--- config.mk ---
export PLATFORM = sky130hd
export DESIGN_NAME = contador_bcd_mux
export DESIGN_NICKNAME = d
export VERILOG_FILES = /design/src/rtl/contador_pkg.sv /design/src/rtl/contador_bcd_mux_bcd_digit.sv /design/src/rtl/contador_bcd_mux.sv
export SDC_FILE = /design/constraint.sdc
export NUM_CORES = 1
export LEC_CHECK = 0
export ABC_AREA = 1
export BUFFER_PORTS_ARGS = -buffer_cell sky130_fd_sc_hd__clkbuf_2
export CAP_MARGIN = 20
export CELL_PAD_IN_SITES_DETAIL_PLACEMENT = 1
export CELL_PAD_IN_SITES_GLOBAL_PLACEMENT = 1
export CORE_MARGIN = 2
export CORE_UTILIZATION = 48
export DETAILED_ROUTE_END_ITERATION = 7
export MAX_ROUTING_LAYER = met4
export PLACE_DENSITY = 0.83
export SKIP_CTS_REPAIR_TIMING = 1
export SLEW_MARGIN = 20
export SYNTH_ARGS = -nofsm -noshare
export SYNTH_HDL_FRONTEND = slang
export SYNTH_SLANG_ARGS = --single-unit
--- constraint.sdc ---
create_clock -name clk -period 4.2 [get_ports clk]
set_clock_uncertainty 0.15 [all_clocks]
set_input_delay 0.21 -clock clk [delete_from_list [all_inputs] [get_ports clk]]
set_output_delay 0.21 -clock clk [all_outputs]
set_load 0.01 [all_outputs]
--- src/rtl/contador_pkg.sv ---
// Shared types, 7-segment glyphs and the BCD-to-segment decoder.
// Segments are ordered {a,b,c,d,e,f,g} and are active-low.
package contador_pkg;

  typedef logic [3:0] bcd_t;

  localparam logic [6:0] SEG_0     = 7'b0000001;
  localparam logic [6:0] SEG_1     = 7'b1001111;
  localparam logic [6:0] SEG_2     = 7'b0010010;
  localparam logic [6:0] SEG_3     = 7'b0000110;
  localparam logic [6:0] SEG_4     = 7'b1001100;
  localparam logic [6:0] SEG_5     = 7'b0100100;
  localparam logic [6:0] SEG_6     = 7'b0100000;
  localparam logic [6:0] SEG_7     = 7'b0001111;
  localparam logic [6:0] SEG_8     = 7'b0000000;
  localparam logic [6:0] SEG_9     = 7'b0000100;
  localparam logic [6:0] SEG_BLANK = 7'b1111111;

  function automatic logic [6:0] seg7_decode(input bcd_t d);
    case (d)
      4'd0:    return SEG_0;
      4'd1:    return SEG_1;
      4'd2:    return SEG_2;
      4'd3:    return SEG_3;
      4'd4:    return SEG_4;
      4'd5:    return SEG_5;
      4'd6:    return SEG_6;
      4'd7:    return SEG_7;
      4'd8:    return SEG_8;
      4'd9:    return SEG_9;
      default: return SEG_BLANK;
    endcase
  endfunction

endpackage

--- src/rtl/contador_bcd_mux_bcd_digit.sv ---
// One BCD decade of the ripple chain; steps only when the lower decades carry/borrow.
// cout is combinational so a whole chain settles within one cycle.
module bcd_digit
  import contador_pkg::*;
(
  input  logic clk,
  input  logic rst,
  input  logic clr,
  input  logic step,
  input  logic up,
  input  logic cin,
  output bcd_t digit,
  output logic cout
);

  always_ff @(posedge clk) begin
    if (rst || clr) begin
      digit <= '0;
    end else if (step && cin) begin
      if (up) begin
        digit <= (digit >= 4'd9) ? 4'd0 : digit + 4'd1;
      end else begin
        // Out-of-range values are folded back to 9 so a decade can never stick above 9.
        digit <= (digit == 4'd0 || digit > 4'd9) ? 4'd9 : digit - 4'd1;
      end
    end
  end

  assign cout = (up ? (digit == 4'd9) : (digit == 4'd0)) & cin;

endmodule

--- src/rtl/contador_bcd_mux.sv ---
// N-decade BCD up/down counter with switch-selected tick prescaler and
// a time-multiplexed, active-low 7-segment display scanner.
module contador_bcd_mux
  import contador_pkg::*;
#(
  parameter int DIGITS   = 4,
  parameter int CNT_W    = 32,
  parameter int DIV0     = 25000000,
  parameter int DIV1     = 50000000,
  parameter int DIV2     = 100000000,
  parameter int DIV3     = 300000000,
  parameter int SCAN_DIV = 50000
) (
  input  logic                  clk,
  input  logic                  rst,
  input  logic [1:0]            sw,
  input  logic                  en,
  input  logic                  up,
  input  logic                  clr,
  output logic                  tick,
  output logic                  wrap,
  output logic [4*DIGITS-1:0]   bcd,
  output logic [6:0]            display,
  output logic [DIGITS-1:0]     an
);

  localparam int IDX_W  = (DIGITS > 1) ? $clog2(DIGITS) : 1;
  localparam int SCAN_W = (SCAN_DIV > 1) ? $clog2(SCAN_DIV) : 1;

  if (DIV0 < 2 || DIV1 < 2 || DIV2 < 2 || DIV3 < 2 || SCAN_DIV < 1 ||
      DIGITS < 1 || DIGITS > 8) begin : g_bad_param
    $error("contador_bcd_mux: need DIVn >= 2, SCAN_DIV >= 1, 1 <= DIGITS <= 8");
  end

  logic [CNT_W-1:0]  presc;
  logic [CNT_W-1:0]  sel;
  logic [1:0]        sw_q;
  logic              step;
  logic [DIGITS:0]   carry;
  bcd_t              digit_q [DIGITS];
  logic [SCAN_W-1:0] scan_cnt;
  logic [IDX_W-1:0]  idx;
  logic [DIGITS-1:0] an_next;

  always_comb begin
    case (sw_q)
      2'd0:    sel = CNT_W'(DIV0);
      2'd1:    sel = CNT_W'(DIV1);
      2'd2:    sel = CNT_W'(DIV2);
      default: sel = CNT_W'(DIV3);
    endcase
  end

  // A rate change restarts the period so the first tick at the new rate is a full one.
  always_ff @(posedge clk) begin
    sw_q <= sw;
    if (rst || clr || (sw != sw_q)) begin
      presc <= '0;
      tick  <= 1'b0;
    end else if (en && (presc == sel - CNT_W'(1))) begin
      presc <= '0;
      tick  <= 1'b1;
    end else begin
      if (en) presc <= presc + CNT_W'(1);
      tick <= 1'b0;
    end
  end

  // A pending tick is honoured even if en has just dropped; only clr cancels it.
  assign step     = tick & ~clr;
  assign carry[0] = 1'b1;

  for (genvar i = 0; i < DIGITS; i++) begin : g_digit
    bcd_digit u_digit (
      .clk   (clk),
      .rst   (rst),
      .clr   (clr),
      .step  (step),
      .up    (up),
      .cin   (carry[i]),
      .digit (digit_q[i]),
      .cout  (carry[i+1])
    );
    assign bcd[4*i +: 4] = digit_q[i];
  end

  always_ff @(posedge clk) begin
    if (rst || clr) wrap <= 1'b0;
    else            wrap <= step & carry[DIGITS];
  end

  assign an_next = ~(DIGITS'(1) << idx);

  // an and display share one register stage so they always switch together.
  always_ff @(posedge clk) begin
    if (rst) begin
      scan_cnt <= '0;
      idx      <= '0;
      an       <= ~DIGITS'(1);
      display  <= SEG_0;
    end else begin
      if (scan_cnt == SCAN_W'(SCAN_DIV - 1)) begin
        scan_cnt <= '0;
        idx      <= (idx == IDX_W'(DIGITS - 1)) ? '0 : idx + IDX_W'(1);
      end else begin
        scan_cnt <= scan_cnt + SCAN_W'(1);
      end
      an      <= an_next;
      display <= seg7_decode(digit_q[idx]);
    end
  end

endmodule

# == Word-level counts from Yosys, hierarchy flattened ==
# Memory sizes are Yosys's and may differ from the RTL's. A register that Yosys moved wholly into a read port is not among the register bits.
# Cells that the tools add are included.
# word_totals
reg_bits,74
latch_bits,0
ram_bits,0
mem_bits_ro,112
inputBits,7
output_inout_bits,29
elab_cells,91
memories,1
# memory_table
memory,depth,word_bits,rd,rd_clocked_by_memory_dff,write_ports,line,rtl
(no name shown),16,7,1,1,0,contador_pkg.sv:20,case (d)
# classes
add_sub_neg,12
multipliers,0
div,0
order_cmp,9
n_eq_ne,10
n_shift,1
n_mux,22
n_bitwise,8
reduce_logical,17
# op_table
op,count
$pmux W29 S3,1
$mux W4,14
$add A32 B1 Y32 const B,1
$eq A32 B32 Y1,1
$sub A32 B1 Y32 const B,1
$add A16 B1 Y16 const B,1
$add A4 B1 Y4 const B,4
$eq A16 B16 Y1 const B,1
$eq A4 B4 Y1 const B,4
$ge A4 B4 Y1 const B,4
$gt A4 B4 Y1 const B,4
$logic_not A4 Y1,4
$sub A4 B1 Y4 const B,4
$bmux W4 S2,1
$logic_or A1 B1 Y1,6
$and A1 B1 Y1,5
$mux W1,5
$eq A2 B2 Y1 const B,2
$logic_and A1 B1 Y1,4
$not A4 Y4,1
$reduce_or A2 Y1,2
$shl A1 B2 Y4 const A,1
$ge A3 B3 Y1 const B,1
$not A2 Y3,1
6 further kinds,6

# == Depth between registers and ports, before layout ==
# Gate-level depths: netlist of run 1.
# depth
word_depth,6
depth_mapped,15
mapped_depth_nobuf,13

# == Hierarchy ==
# A second synthesis of run 1 with hierarchy kept.
# hier_totals
hier_cells,810
hier_area_um2,5355.1
# by_module_without_submodules
mod,instances,cells_each,area_each_um2,seq_area_each_um2
contador_bcd_mux,1,538,3568.4,1301.2
bcd_digit,4,68,446.7,80.1

# == Least setup slack after synthesis of run 1 ==
# Ideal clock, no wire load.
# synth_timing
path_kind,flip-flop to flip-flop
from,reg sw_q[1]
to,reg presc[0]
setup_ps,121
arrival_time_ps,1629
t_required_ps,3929
setup_slack_ps,2300
stages_incl_launch_ff,16
n_path_buf,2
period_less_slack_ps,1900
cell_sequence,dfxtp_1 buf_6 inv_6 nand2_2 ha_1 nand2_1 nand2_1 inv_1 nand2_1 nor2_1 nand2_1 nor2_2 nand3_2 nand2_4 buf_12 nor2_4
# synth_via
elab_chain_len,6
elab_cells_between_ends,10
cone_classes,add/sub (1); eq/ne (4); mux (1); reduce/logical (4)
# synth_lines
item,line,rtl
from (decl),contador_bcd_mux.sv:37,logic [1:0] sw_q;
from (signal assigned),contador_bcd_mux.sv:56,sw_q <= sw;
"$eq A2 B2 Y1, or another cell as far along",contador_bcd_mux.sv:46,case (sw_q)
$pmux W29 S3,contador_bcd_mux.sv:46,
$sub A32 B1 Y32,contador_bcd_mux.sv:60,end else if (en && (presc == sel - CNT_W'(1))) begin
$eq A32 B32 Y1,contador_bcd_mux.sv:60,
$logic_and A1 B1 Y1,contador_bcd_mux.sv:60,
$reduce_or A2 Y1 (no source line) *,n/a,
to (signal assigned),contador_bcd_mux.sv:64,if (en) presc <= presc + CNT_W'(1);
to (decl),contador_bcd_mux.sv:35,logic [CNT_W-1:0] presc;
# Every way passes the cells marked *; elsewhere a longest branch is shown, timed or not.
# A chain may end at the register's enable or synchronous reset.

# == Worst setup path in the final report of run 1 ==
# layout_timing
from,reg sw_q[1]
to,reg presc[28]
# The elaborated chain is that of the path after synthesis.

==> metrics.json, run 1 <==
{
  "wire_per_inst": {"value": 14.7, "unit": "um"},
  "vdd_ir_drop_max": {"value": 222, "unit": "uV"},
  "final.period_utilization": {"value": 0.588},
  "global_route_wire_length_before_repair": {"value": 23100, "unit": "um"},
  "antenna_found_initial": {"value": 0},
  "dr_total_vias": {"value": 4920},
  "tritoncts": {"value": "yes"},
  "hold_crit_path_type": {"value": "in -> reg"},
  "critical_path_class": {"value": "reg -> reg"},
  "dp.final_hpwl": {"value": 10700, "unit": "um"},
  "cell_by_cell_trace_of_the_critical_path": {"value": "inv_6 -> nand2_2 -> ha_1 -> nand2_1 -> nand2_1 -> inv_1 -> nand2_1 -> nor2_1 -> nand2_1 -> nor2_2 -> nand3_2 -> nand2_4 -> nor2_1"},
  "synthesis.yosys.warnings": {"value": 0},
  "syn_nets": {"value": 804},
  "tritoncts.num_buffers": {"value": 9},
  "path_delay_family": {"value": "simple AND/OR/NAND/NOR gates"},
  "timing.slew.headroom": {"value": 0.566},
  "synthCells": {"value": 767},
  "final-instance-count-excl-fill": {"value": 947},
  "fraction_of_layout_instances_using_a_drive_strength_above_1": {"value": 0.147},
  "gp_routability_congestion": {"value": 0.882},
  "rsz_0062_raised_after_global_routing": {"value": "false"},
  "synth.top_cells.by_area": {"value": "dfxtp_1, nand2_1, ha_1"},
  "biggest_fanout_along_the_worst_timing_path": {"value": 32},
  "clk_root_buffer_cell": {"value": "clkbuf_8"},
  "clk-insertion-delay-late": {"value": 0.38, "unit": "ns"},
  "critical_path.endpoint_type": {"value": "register"},
  "grt_max_degree": {"value": 33},
  "fin_crit": {"value": 2.47, "unit": "ns"},
  "die-area": {"value": 11800, "unit": "um2"},
  "synth.distinct_cells": {"value": 46},
  "wirelength": {"value": 13900, "unit": "um"},
  "arrival": {"value": 2.57, "unit": "ns"},
  "drv.max_cap_violation_count": {"value": 0},
  "timing.fmax": {"value": 405, "unit": "MHz"},
  "io_pins": {"value": 36},
  "cell_taking_the_most_area_after_synthesis": {"value": "dfxtp_1"},
  "place.detailed.instances": {"value": 929},
  "timing.critical_path.slowest_cell_delay": {"value": 0.62, "unit": "ns"},
  "worst_path_max_delay_cell": {"value": "dfxtp_1"},
  "chipHeight": {"value": 109, "unit": "um"},
  "cts_buffer_depth": {"value": 2},
  "via_count_of_the_first_global_routing_pass": {"value": 4940},
  "finalSetupViolCount": {"value": 0},
  "mean_instance_size_in_the_synthesized_netlist": {"value": 6.88, "unit": "um2"},
  "power.density": {"value": 270, "unit": "nW/um2"},
  "cts.sinks": {"value": 81},
  "postRouteAntennaNets": {"value": 0},
  "dr.pass1.iters": {"value": 4},
  "core_region_area": {"value": 10800, "unit": "um2"},
  "drc": {"value": 0},
  "leakagePower": {"value": 2.41, "unit": "nW"},
  "crit_path_frequent_cell": {"value": "nand2_1"},
  "overflow": {"value": 0},
  "h-tree-depth": {"value": 3},
  "area_growth_syn_to_layout": {"value": 9.44, "unit": "%"},
  "grtUsageTotal": {"value": 0.255},
  "worstPathRequired": {"value": 4.30, "unit": "ns"},
  "number_of_synthesized_flops_with_an_enable_pin": {"value": 0},
  "tns": {"value": 0, "unit": "ns"},
  "ys_dominant_reg_cell": {"value": "dfxtp_1"},
  "initial_core_utilization": {"value": 0.489},
  "io_buffer_count": {"value": 35},
  "drt-initial-drc-count": {"value": 186},
  "fp-row-count": {"value": 38},
  "antenna-diode-count": {"value": 0},
  "synth.yosys.seq_area_share": {"value": 0.307},
  "chipWidth": {"value": 109, "unit": "um"},
  "synth.ff_latch_count": {"value": 81},
  "vias_per_cell": {"value": 5.20},
  "final_nets": {"value": 839},
  "yosys.area.top_type_share": {"value": 0.307},
  "run_status": {"value": "completed"},
  "clk_pin_slew": {"value": 0.08, "unit": "ns"},
  "final_max_slew_viol_count": {"value": 0},
  "ys_async_sr_fraction": {"value": 0},
  "post_synth_instance_area": {"value": 5280, "unit": "um2"},
  "worstMarginPinSlew": {"value": 0.651, "unit": "ns"},
  "critical_path_buf_inv_count": {"value": 2},
  "critical_path.startpoint_type": {"value": "register"},
  "hold_viol": {"value": 0}
}
-- area by class of cell --
cell class / count / area, um2
clock inverter: 5 / 103
fill: 1469 / 5020
tap: 140 / 175
multi-input combinational: 571 / 3150
timing repair buffer: 37 / 195
inverter: 102 / 389
sequential: 81 / 1620
clock buffer: 11 / 141
-- cells in the final DEF (no fill, tap or decap), drive strengths merged, types with 6 or more instances in the layout --
| cell | synthesis | layout |
|---|---|---|
| dfxtp | 81 | 81 |
| ha | 30 | 30 |
| inv | 101 | 101 |
| a21oi | 31 | 31 |
| nand4 | 12 | 12 |
| clkbuf | 1 | 46 |
| nand2 | 196 | 196 |
| xnor2 | 12 | 12 |
| xor2 | 29 | 29 |
| nor3 | 6 | 6 |
| nor2 | 130 | 130 |
| nand3 | 64 | 64 |
| o21ai | 33 | 33 |
-- flip-flops by register name (all words and copies together) (netlist names) --
name and count:
tick 1, scan_cnt 16, presc 32, an 4
idx 2, sw_q 2, wrap 1, display 7
g_digit.u_digit.digit 16
-- Yosys cell counts (2+ instances only) --
master / number
xnor2_1: 12
buf_2: 2
nor3b_1: 3
nand3b_1: 4
nor2_4: 13
dfxtp_1: 81
nand2_4: 3
o211ai_1: 2
nor3_1: 4
nor3_2: 2
ha_1: 30
nand3_1: 59
buf_6: 5
nand2_2: 5
or2_0: 2
nand2_1: 188
xor2_1: 29
nor2_1: 86
o21ai_0: 32
nand3_2: 5
a31oi_1: 4
inv_2: 6
inv_1: 94
buf_4: 3
a21oi_1: 31
nand4_1: 12
nor2_2: 31
-- per-layer routing --
layer  GRT usage  part of all wire  vias up
met3      0.0442             0.028       19
met2       0.446              0.51       64
li1            -                 -     2475
met5           -                 0        -
met4      0.0760             0.016        0
met1       0.300              0.45     2362
-- through the flow --
step | area, um2 | power, W | util | setup slack [ns] | hold slack (ns)
after CTS | 5760 | 0.00157 | 0.533 | 1.71 | -0.193
after detailed placement | 5510 | 0.000860 | 0.511 | 1.73 | 0.197
after global placement | 5510 | 0.000856 | 0.511 | 1.80 | 0.196
after floorplan | 5280 | 0.000848 | - | 2.30 | 0.0877
after global routing | 5780 | 0.00161 | 0.535 | 1.53 | 0.0373
final | 5780 | 0.00156 | 0.535 | 1.73 | 0.0293
-- power breakdown --
group          switching, W  leakage, nW  internal [W]
registers        0.00000573        0.654      0.000771
logic             0.0000472         1.64     0.0000193
clock network      0.000305        0.120      0.000410
-- cell families after synthesis --
| group | share of synthesized area |
|---|---|
| buffers and inverters | 0.0958 |
| AOI/OAI and AO/OA | 0.0787 |
| xor gates and xnor gates | 0.0680 |
| DFF | 0.307 |
| and+or+nand+nor | 0.377 |
| adders and majority gates | 0.0711 |
| muxes | 0.00190 |
-- worst paths after layout --
check                                            start                      to  slack (ns)  depth (start not counted)
worst max-delay path                   sw_q[1]$_DFF_P_  presc[28]$_SDFFE_PP0P_        1.73                         13
worst min-delay path                               rst        an[0]$_SDFF_PP0_        0.03                          2
worst max register to register         sw_q[1]$_DFF_P_  presc[28]$_SDFFE_PP0P_        1.73                         13
worst min register to register  scan_cnt[0]$_SDFF_PP0_  scan_cnt[0]$_SDFF_PP0_        0.34                          1
-- worst register-to-register path, delay by kind of cell, from the launching register on --
kind | cells | cell delay [ns]
flops | 1 | 0.62
fa+ha+maj | 1 | 0.25
buf+inv | 2 | 0.13
simple gates | 10 | 1.18
Note: power is estimated with default switching activity, not from simulation.
==> run 2, diff against run 1 <==
Settings changed: CORE_UTILIZATION 48 to 44, PLACE_DENSITY 0.83 to 0.77.
Clock period 4.2 ns to 2.45 ns, I/O delays scaled along.
==> metrics.json, run 2 (synthesis results as in run 1) <==
{
  "run_status": {"value": "completed"},
  "io_pins": {"value": 36, "change": "unchanged"},
  "fin_crit": {"value": 2.21, "unit": "ns", "change": "-0.260 ns"},
  "worstPathRequired": {"value": 2.54, "unit": "ns", "change": "-1.76 ns"},
  "regMostFlops": {"value": "presc"},
  "via_count_of_the_first_global_routing_pass": {"value": 5009, "change": "+1.4%"},
  "arrival": {"value": 2.29, "unit": "ns", "change": "-0.28 ns"},
  "tritoncts.num_buffers": {"value": 9, "change": "unchanged"},
  "grt_max_degree": {"value": 17, "change": "-48%"},
  "drt-initial-drc-count": {"value": 198, "change": "+6.5%"},
  "multi_input_area": {"value": 3150, "unit": "um2", "change": "unchanged"},
  "chipHeight": {"value": 114, "unit": "um", "change": "+4.3%"},
  "gp_routability_congestion": {"value": 0.874, "change": "-0.99%"},
  "biggest_fanout_along_the_worst_timing_path": {"value": 16, "change": "-50%"},
  "dr.pass1.iters": {"value": 4, "change": "unchanged"},
  "drc": {"value": 0, "change": "unchanged"},
  "reg.largest.list": {"value": "presc (32), g_digit.u_digit.digit (16), scan_cnt (16)"},
  "vias_per_cell": {"value": 5.15, "change": "-0.80%"},
  "overflow": {"value": 0, "change": "unchanged"},
  "hold_crit_path_type": {"value": "in -> reg"},
  "area_growth_syn_to_layout": {"value": 12.4, "unit": "%"},
  "final.period_utilization": {"value": 0.901, "change": "+0.313"},
  "tns": {"value": 0, "unit": "ns", "change": "unchanged"},
  "postRouteAntennaNets": {"value": 0, "change": "unchanged"},
  "number_of_flip_flops_under_the_largest_register_name": {"value": 32, "change": "unchanged"},
  "wirelength": {"value": 13800, "unit": "um", "change": "-0.96%"},
  "clk_root_buffer_cell": {"value": "clkbuf_16"},
  "layout.cells.most_common": {"value": "nand2_1"},
  "wire_per_inst": {"value": 14.3, "unit": "um", "change": "-2.4%"},
  "clk-insertion-delay-late": {"value": 0.35, "unit": "ns", "change": "-0.03 ns"},
  "chipWidth": {"value": 114, "unit": "um", "change": "+4.3%"},
  "timing.slew.headroom": {"value": 0.657, "change": "+0.0915"},
  "dr_total_vias": {"value": 4953, "change": "+0.67%"},
  "worstMarginPinSlew": {"value": 0.514, "unit": "ns", "change": "-0.137 ns"},
  "fraction_of_layout_instances_using_a_drive_strength_above_1": {"value": 0.155, "change": "+0.00733"},
  "h-tree-depth": {"value": 3, "change": "unchanged"},
  "power.density": {"value": 487, "unit": "nW/um2", "change": "+80%"},
  "rsz_0062_raised_after_global_routing": {"value": "false"},
  "vdd_ir_drop_max": {"value": 204, "unit": "uV", "change": "-8.0%"},
  "core_region_area": {"value": 11900, "unit": "um2", "change": "+9.9%"},
  "critical_path.endpoint_type": {"value": "register"},
  "global_route_wire_length_before_repair": {"value": 23600, "unit": "um", "change": "+2.1%"},
  "clk_pin_slew": {"value": 0.07, "unit": "ns", "change": "about the same"},
  "critical_path.startpoint_type": {"value": "register"},
  "fp-row-count": {"value": 40, "change": "+5.3%"},
  "grtUsageTotal": {"value": 0.231, "change": "-0.0239"},
  "n_fill_cell": {"value": 1566, "change": "+6.6%"},
  "leakagePower": {"value": 2.49, "unit": "nW", "change": "+3.2%"},
  "sequential_cell_area": {"value": 1620, "unit": "um2", "change": "unchanged"},
  "dp.final_hpwl": {"value": 10700, "unit": "um", "change": "about the same"},
  "hold_viol": {"value": 0, "change": "unchanged"},
  "most-common-layout-cells": {"value": "nand2_1, inv_1, nor2_1"},
  "antenna_found_initial": {"value": 0, "change": "unchanged"},
  "worst_hold_slack": {"value": 0.0433, "unit": "ns", "change": "+0.0141 ns"},
  "drv.max_cap_violation_count": {"value": 0, "change": "unchanged"},
  "io_buffer_count": {"value": 35, "change": "unchanged"},
  "final_max_slew_viol_count": {"value": 0, "change": "unchanged"},
  "tritoncts": {"value": "yes"},
  "timing.fmax": {"value": 453, "unit": "MHz", "change": "+12%"},
  "final_nets": {"value": 846, "change": "+0.83%"},
  "initial_core_utilization": {"value": 0.445, "change": "-0.0441"},
  "cts_buffer_depth": {"value": 2, "change": "unchanged"},
  "critical_path_class": {"value": "reg -> reg"},
  "die-area": {"value": 12900, "unit": "um2", "change": "+8.8%"},
  "antenna-diode-count": {"value": 0, "change": "unchanged"},
  "cts.sinks": {"value": 81, "change": "unchanged"},
  "finalSetupViolCount": {"value": 0, "change": "unchanged"}
}
-- run 2: changes by cell type in the layout (fill, tap and decap cells not counted), moves of 2 or more --
| cell | previous run | this run |
|---|---|---|
| clkbuf_16 | 0 | 9 |
| clkbuf_8 | 10 | 1 |
| buf_4 | 0 | 4 |
| buf_12 | 0 | 2 |
| bufinv_16 | 3 | 1 |
| clkinv_4 | 0 | 2 |
-- run 2: stage by stage --
| stage | total power, W | std cells | utilization | worst slack, ns | cell area [um2] |
|---|---|---|---|---|---|
| floorplan | 0.00145 | 767 | - | 0.550 | 5280 |
| finish | 0.00289 | 961 | 0.500 | 0.243 | 5930 |
| global route | 0.00299 | 961 | 0.500 | 0.0302 | 5930 |
| CTS | 0.00292 | 958 | 0.498 | 0.239 | 5900 |
| global placement | 0.00148 | 942 | 0.471 | 0.360 | 5590 |
| detailed placement | 0.00148 | 942 | 0.471 | 0.274 | 5590 |
-- run 2: report_power, final --
| part | internal [W] | switching, W | total, W | leakage [nW] |
|---|---|---|---|---|
| clock network | 0.000832 | 0.000601 | 0.00143 | 0.151 |
| registers | 0.00132 | 0.00000733 | 0.00133 | 0.654 |
| logic | 0.0000434 | 0.0000844 | 0.000128 | 1.68 |
| total | 0.00220 | 0.000693 | 0.00289 | 2.49 |
-- run 2: layout make-up --
cell class,instances,share of cell area
clock buffer,10,0.0403
clock inverter,6,0.0127
inverter,102,0.0656
multi-input combinational,571,0.531
sequential,81,0.273
tap,147,0.0310
timing repair buffer,44,0.0464
-- run 2: worst paths after layout --
kind / startpoint / endpoint / slack [ns] / cells after the start
setup / recovery: sw_q[0]$_DFF_P_ / presc[8]$_SDFFE_PP0P_ / 0.24 / 14
hold / removal: clr / g_digit[0].u_digit.digit[1]$_SDFFE_PP0P_ / 0.04 / 3
setup reg to reg: sw_q[0]$_DFF_P_ / presc[8]$_SDFFE_PP0P_ / 0.24 / 14
hold reg to reg: scan_cnt[0]$_SDFF_PP0_ / scan_cnt[0]$_SDFF_PP0_ / 0.30 / 1
-- run 2: metal layers --
layer	global-route usage	wire [um]
met5	-	0
met4	0.0675	174
met3	0.0298	323
met2	0.402	6730
met1	0.282	6550
-- run 2: worst max-delay path, cell delays in order (launching register included) --
cell     delay [ns]
dfxtp_1        0.56
inv_2          0.11
nand2_2        0.10
ha_1           0.24
nand2_1        0.08
nand2_1        0.05
inv_1          0.05
nand2_1        0.04
nor2_1         0.09
nand2_1        0.07
nor2_2         0.10
nand3_2        0.10
nand2_4        0.10
buf_12         0.20
nor2_2         0.05
==> run 3, diff against run 2 <==
Settings changed: CORE_MARGIN 2 to unset, CORE_UTILIZATION 44 to 48, PLACE_DENSITY 0.77 to 0.83.
Clock period 2.45 ns to 2.8 ns, I/O delays scaled along.
==> metrics.json, run 3 (synthesis results as in run 1) <==
{
  "p_sw_frac": {"value": 0.256, "change": "+0.0163"},
  "hold_viol": {"value": 0, "change": "unchanged"},
  "hold_depth": {"value": 3, "change": "unchanged"},
  "critical_path_class": {"value": "reg -> reg"},
  "timing.fmax": {"value": 419, "unit": "MHz", "change": "-7.6%"},
  "r2r-end": {"value": "presc[31]$_SDFFE_PP0P_"},
  "antenna_found_initial": {"value": 0, "change": "unchanged"},
  "core_region_area": {"value": 10500, "unit": "um2", "change": "-11%"},
  "timing.critical_path.slowest_cell_delay": {"value": 0.57, "unit": "ns", "change": "about the same"},
  "tritoncts.num_buffers": {"value": 9, "change": "unchanged"},
  "most-common-layout-cells": {"value": "nand2_1, inv_1, nor2_1"},
  "vias_per_cell": {"value": 5.19, "change": "+0.74%"},
  "fin_crit": {"value": 2.39, "unit": "ns", "change": "+0.180 ns"},
  "overflow": {"value": 0, "change": "unchanged"},
  "gp_routability_congestion": {"value": 0.880, "change": "+0.70%"},
  "leakagePower": {"value": 2.43, "unit": "nW", "change": "-2.3%"},
  "finalSetupViolCount": {"value": 0, "change": "unchanged"},
  "regMostFlops": {"value": "presc"},
  "wire_per_inst": {"value": 14.7, "unit": "um", "change": "+2.3%"},
  "wirelength": {"value": 13900, "unit": "um", "change": "+0.76%"},
  "clk-insertion-delay-late": {"value": 0.39, "unit": "ns", "change": "+0.04 ns"},
  "grtUsageTotal": {"value": 0.273, "change": "+0.0418"},
  "h-tree-depth": {"value": 3, "change": "unchanged"},
  "drt-initial-drc-count": {"value": 158, "change": "-20%"},
  "fraction_of_layout_instances_using_a_drive_strength_above_1": {"value": 0.152, "change": "-0.00313"},
  "biggest_fanout_along_the_worst_timing_path": {"value": 20, "change": "+4"},
  "via_count_of_the_first_global_routing_pass": {"value": 5076, "change": "+1.3%"},
  "dp.final_hpwl": {"value": 10700, "unit": "um", "change": "+0.80%"},
  "dr.pass1.iters": {"value": 4, "change": "unchanged"},
  "final.period_utilization": {"value": 0.853, "change": "-0.0482"},
  "die-area": {"value": 11400, "unit": "um2", "change": "-11%"},
  "clock_power_share": {"value": 0.448, "change": "-0.048"},
  "dr_total_vias": {"value": 4917, "change": "-0.73%"},
  "hold_crit_path_type": {"value": "in -> reg"},
  "reg.largest.list": {"value": "presc (32), g_digit.u_digit.digit (16), scan_cnt (16)"},
  "clk_pin_slew": {"value": 0.09, "unit": "ns", "change": "+0.02 ns"},
  "cts.sinks": {"value": 81, "change": "unchanged"},
  "drv.max_cap_violation_count": {"value": 0, "change": "unchanged"},
  "arrival": {"value": 2.52, "unit": "ns", "change": "+0.23 ns"},
  "power.density": {"value": 396, "unit": "nW/um2", "change": "-19%"},
  "vdd_ir_drop_max": {"value": 277, "unit": "uV", "change": "+36%"},
  "hold_end": {"value": "g_digit[0].u_digit.digit[1]$_SDFFE_PP0P_"},
  "worstPathRequired": {"value": 2.93, "unit": "ns", "change": "+0.39 ns"},
  "ff2ff_path_depth": {"value": 14, "change": "unchanged"},
  "cts_buffer_depth": {"value": 2, "change": "unchanged"},
  "number_of_flip_flops_under_the_largest_register_name": {"value": 32, "change": "unchanged"},
  "global_route_wire_length_before_repair": {"value": 23800, "unit": "um", "change": "+1.0%"},
  "critical_path.endpoint_type": {"value": "register"},
  "critical_path.startpoint_type": {"value": "register"},
  "reg2reg_from": {"value": "sw_q[0]$_DFF_P_"},
  "drc": {"value": 0, "change": "unchanged"},
  "postRouteAntennaNets": {"value": 0, "change": "unchanged"},
  "timing.slew.headroom": {"value": 0.657, "change": "about the same"},
  "r2r_setup_slack": {"value": 0.41, "unit": "ns", "change": "+0.17 ns"},
  "chipWidth": {"value": 107, "unit": "um", "change": "-5.9%"},
  "io_pins": {"value": 36, "change": "unchanged"},
  "initial_core_utilization": {"value": 0.502, "change": "+0.0573"},
  "layout.cells.most_common": {"value": "nand2_1"},
  "cell_by_cell_trace_of_the_critical_path": {"value": "inv_2 -> nand2_2 -> ha_1 -> nand2_1 -> nand2_1 -> inv_1 -> nand2_1 -> nor2_1 -> nand2_1 -> nor2_2 -> nand3_2 -> nand2_4 -> buf_12 -> nor2_2"},
  "total_switching_power": {"value": 0.000588, "unit": "W", "change": "-15%"},
  "worst_hold_slack": {"value": 0.0150, "unit": "ns", "change": "-0.0283 ns"},
  "rsz_0062_raised_after_global_routing": {"value": "false"},
  "io_buffer_count": {"value": 35, "change": "unchanged"},
  "area_growth_syn_to_layout": {"value": 9.96, "unit": "%"},
  "run_status": {"value": "completed"},
  "comb_power_share": {"value": 0.046, "change": "+0.002"},
  "sequentialPowerShare": {"value": 0.506, "change": "+0.046"},
  "crit_path_frequent_cell": {"value": "nand2_1"},
  "tns": {"value": 0, "unit": "ns", "change": "unchanged"},
  "p_int": {"value": 0.00171, "unit": "W", "change": "-22%"},
  "clk_root_buffer_cell": {"value": "clkbuf_8"},
  "final_max_slew_viol_count": {"value": 0, "change": "unchanged"},
  "final_nets": {"value": 843, "change": "-0.35%"},
  "tritoncts": {"value": "yes"},
  "chipHeight": {"value": 107, "unit": "um", "change": "-5.9%"},
  "worstMarginPinSlew": {"value": 0.514, "unit": "ns", "change": "-0.0000144 ns"},
  "worst_path_max_delay_cell": {"value": "dfxtp_1"},
  "grt_max_degree": {"value": 21, "change": "+4"},
  "antenna-diode-count": {"value": 0, "change": "unchanged"},
  "fp-row-count": {"value": 37, "change": "-7.5%"},
  "hold_path_startpoint": {"value": "clr"}
}
==> run 3: area by class of cell <==
type	count	area, um2
Clock buffer	9	124
Clock inverter	7	108
Fill cell	1429	4710
Inverter	102	389
Multi-Input combinational cell	571	3150
Sequential cell	81	1620
Tap cell	136	170
Timing Repair Buffer	41	240
==> run 3: worst max path at each step <==
stage | cells after the start | endpoint | slack [ns] | start
floorplan | 15 | presc[0]$_SDFFE_PP0P_ | 0.90 | sw_q[1]$_DFF_P_
global placement | 14 | presc[27]$_SDFFE_PP0P_ | 0.52 | sw_q[0]$_DFF_P_
detailed placement | 14 | presc[8]$_SDFFE_PP0P_ | 0.42 | sw_q[0]$_DFF_P_
CTS | 14 | presc[27]$_SDFFE_PP0P_ | 0.38 | sw_q[0]$_DFF_P_
global route | 14 | presc[14]$_SDFFE_PP0P_ | 0.24 | sw_q[0]$_DFF_P_
finish | 14 | presc[31]$_SDFFE_PP0P_ | 0.41 | sw_q[0]$_DFF_P_
==> run 3: metal layers <==
| layer | GRT usage | vias to the layer above | wire, um |
|---|---|---|---|
| li1 | - | 2490 | - |
| met1 | 0.325 | 2341 | 6380 |
| met2 | 0.465 | 65 | 6880 |
| met3 | 0.0486 | 21 | 361 |
| met4 | 0.0949 | 0 | 269 |
| met5 | - | - | 0 |
==> run 3: per-stage QoR <==
stage           util  setup WS (ns)  cells  area [um2]  total power, W
4_1_cts        0.549          0.384    944        5770         0.00232
3_3_place_gp   0.527          0.519    928        5540         0.00129
3_5_place_dp   0.527          0.416    928        5540         0.00129
5_1_grt        0.552          0.245    947        5800         0.00238
6_report       0.552          0.412    947        5800         0.00230
2_1_floorplan      -          0.900    767        5280         0.00127
==> run 3: critical path: cells and delay by family, from the launching register on <==
family,cells,cell delay [ns]
and+or+nand+nor,10,0.89
buffers and inverters,3,0.40
DFF,1,0.57
adders and majority gates,1,0.26
==> run 3: power groups by stage <==
stage | registers [W] | logic, W | clock network (W)
after floorplan | 0.00119 | 0.0000859 | 0
after global placement | 0.00119 | 0.0000982 | 0
after detailed placement | 0.00119 | 0.000102 | 0
after CTS | 0.00116 | 0.000103 | 0.00105
after global routing | 0.00116 | 0.000119 | 0.00110
final | 0.00116 | 0.000106 | 0.00103
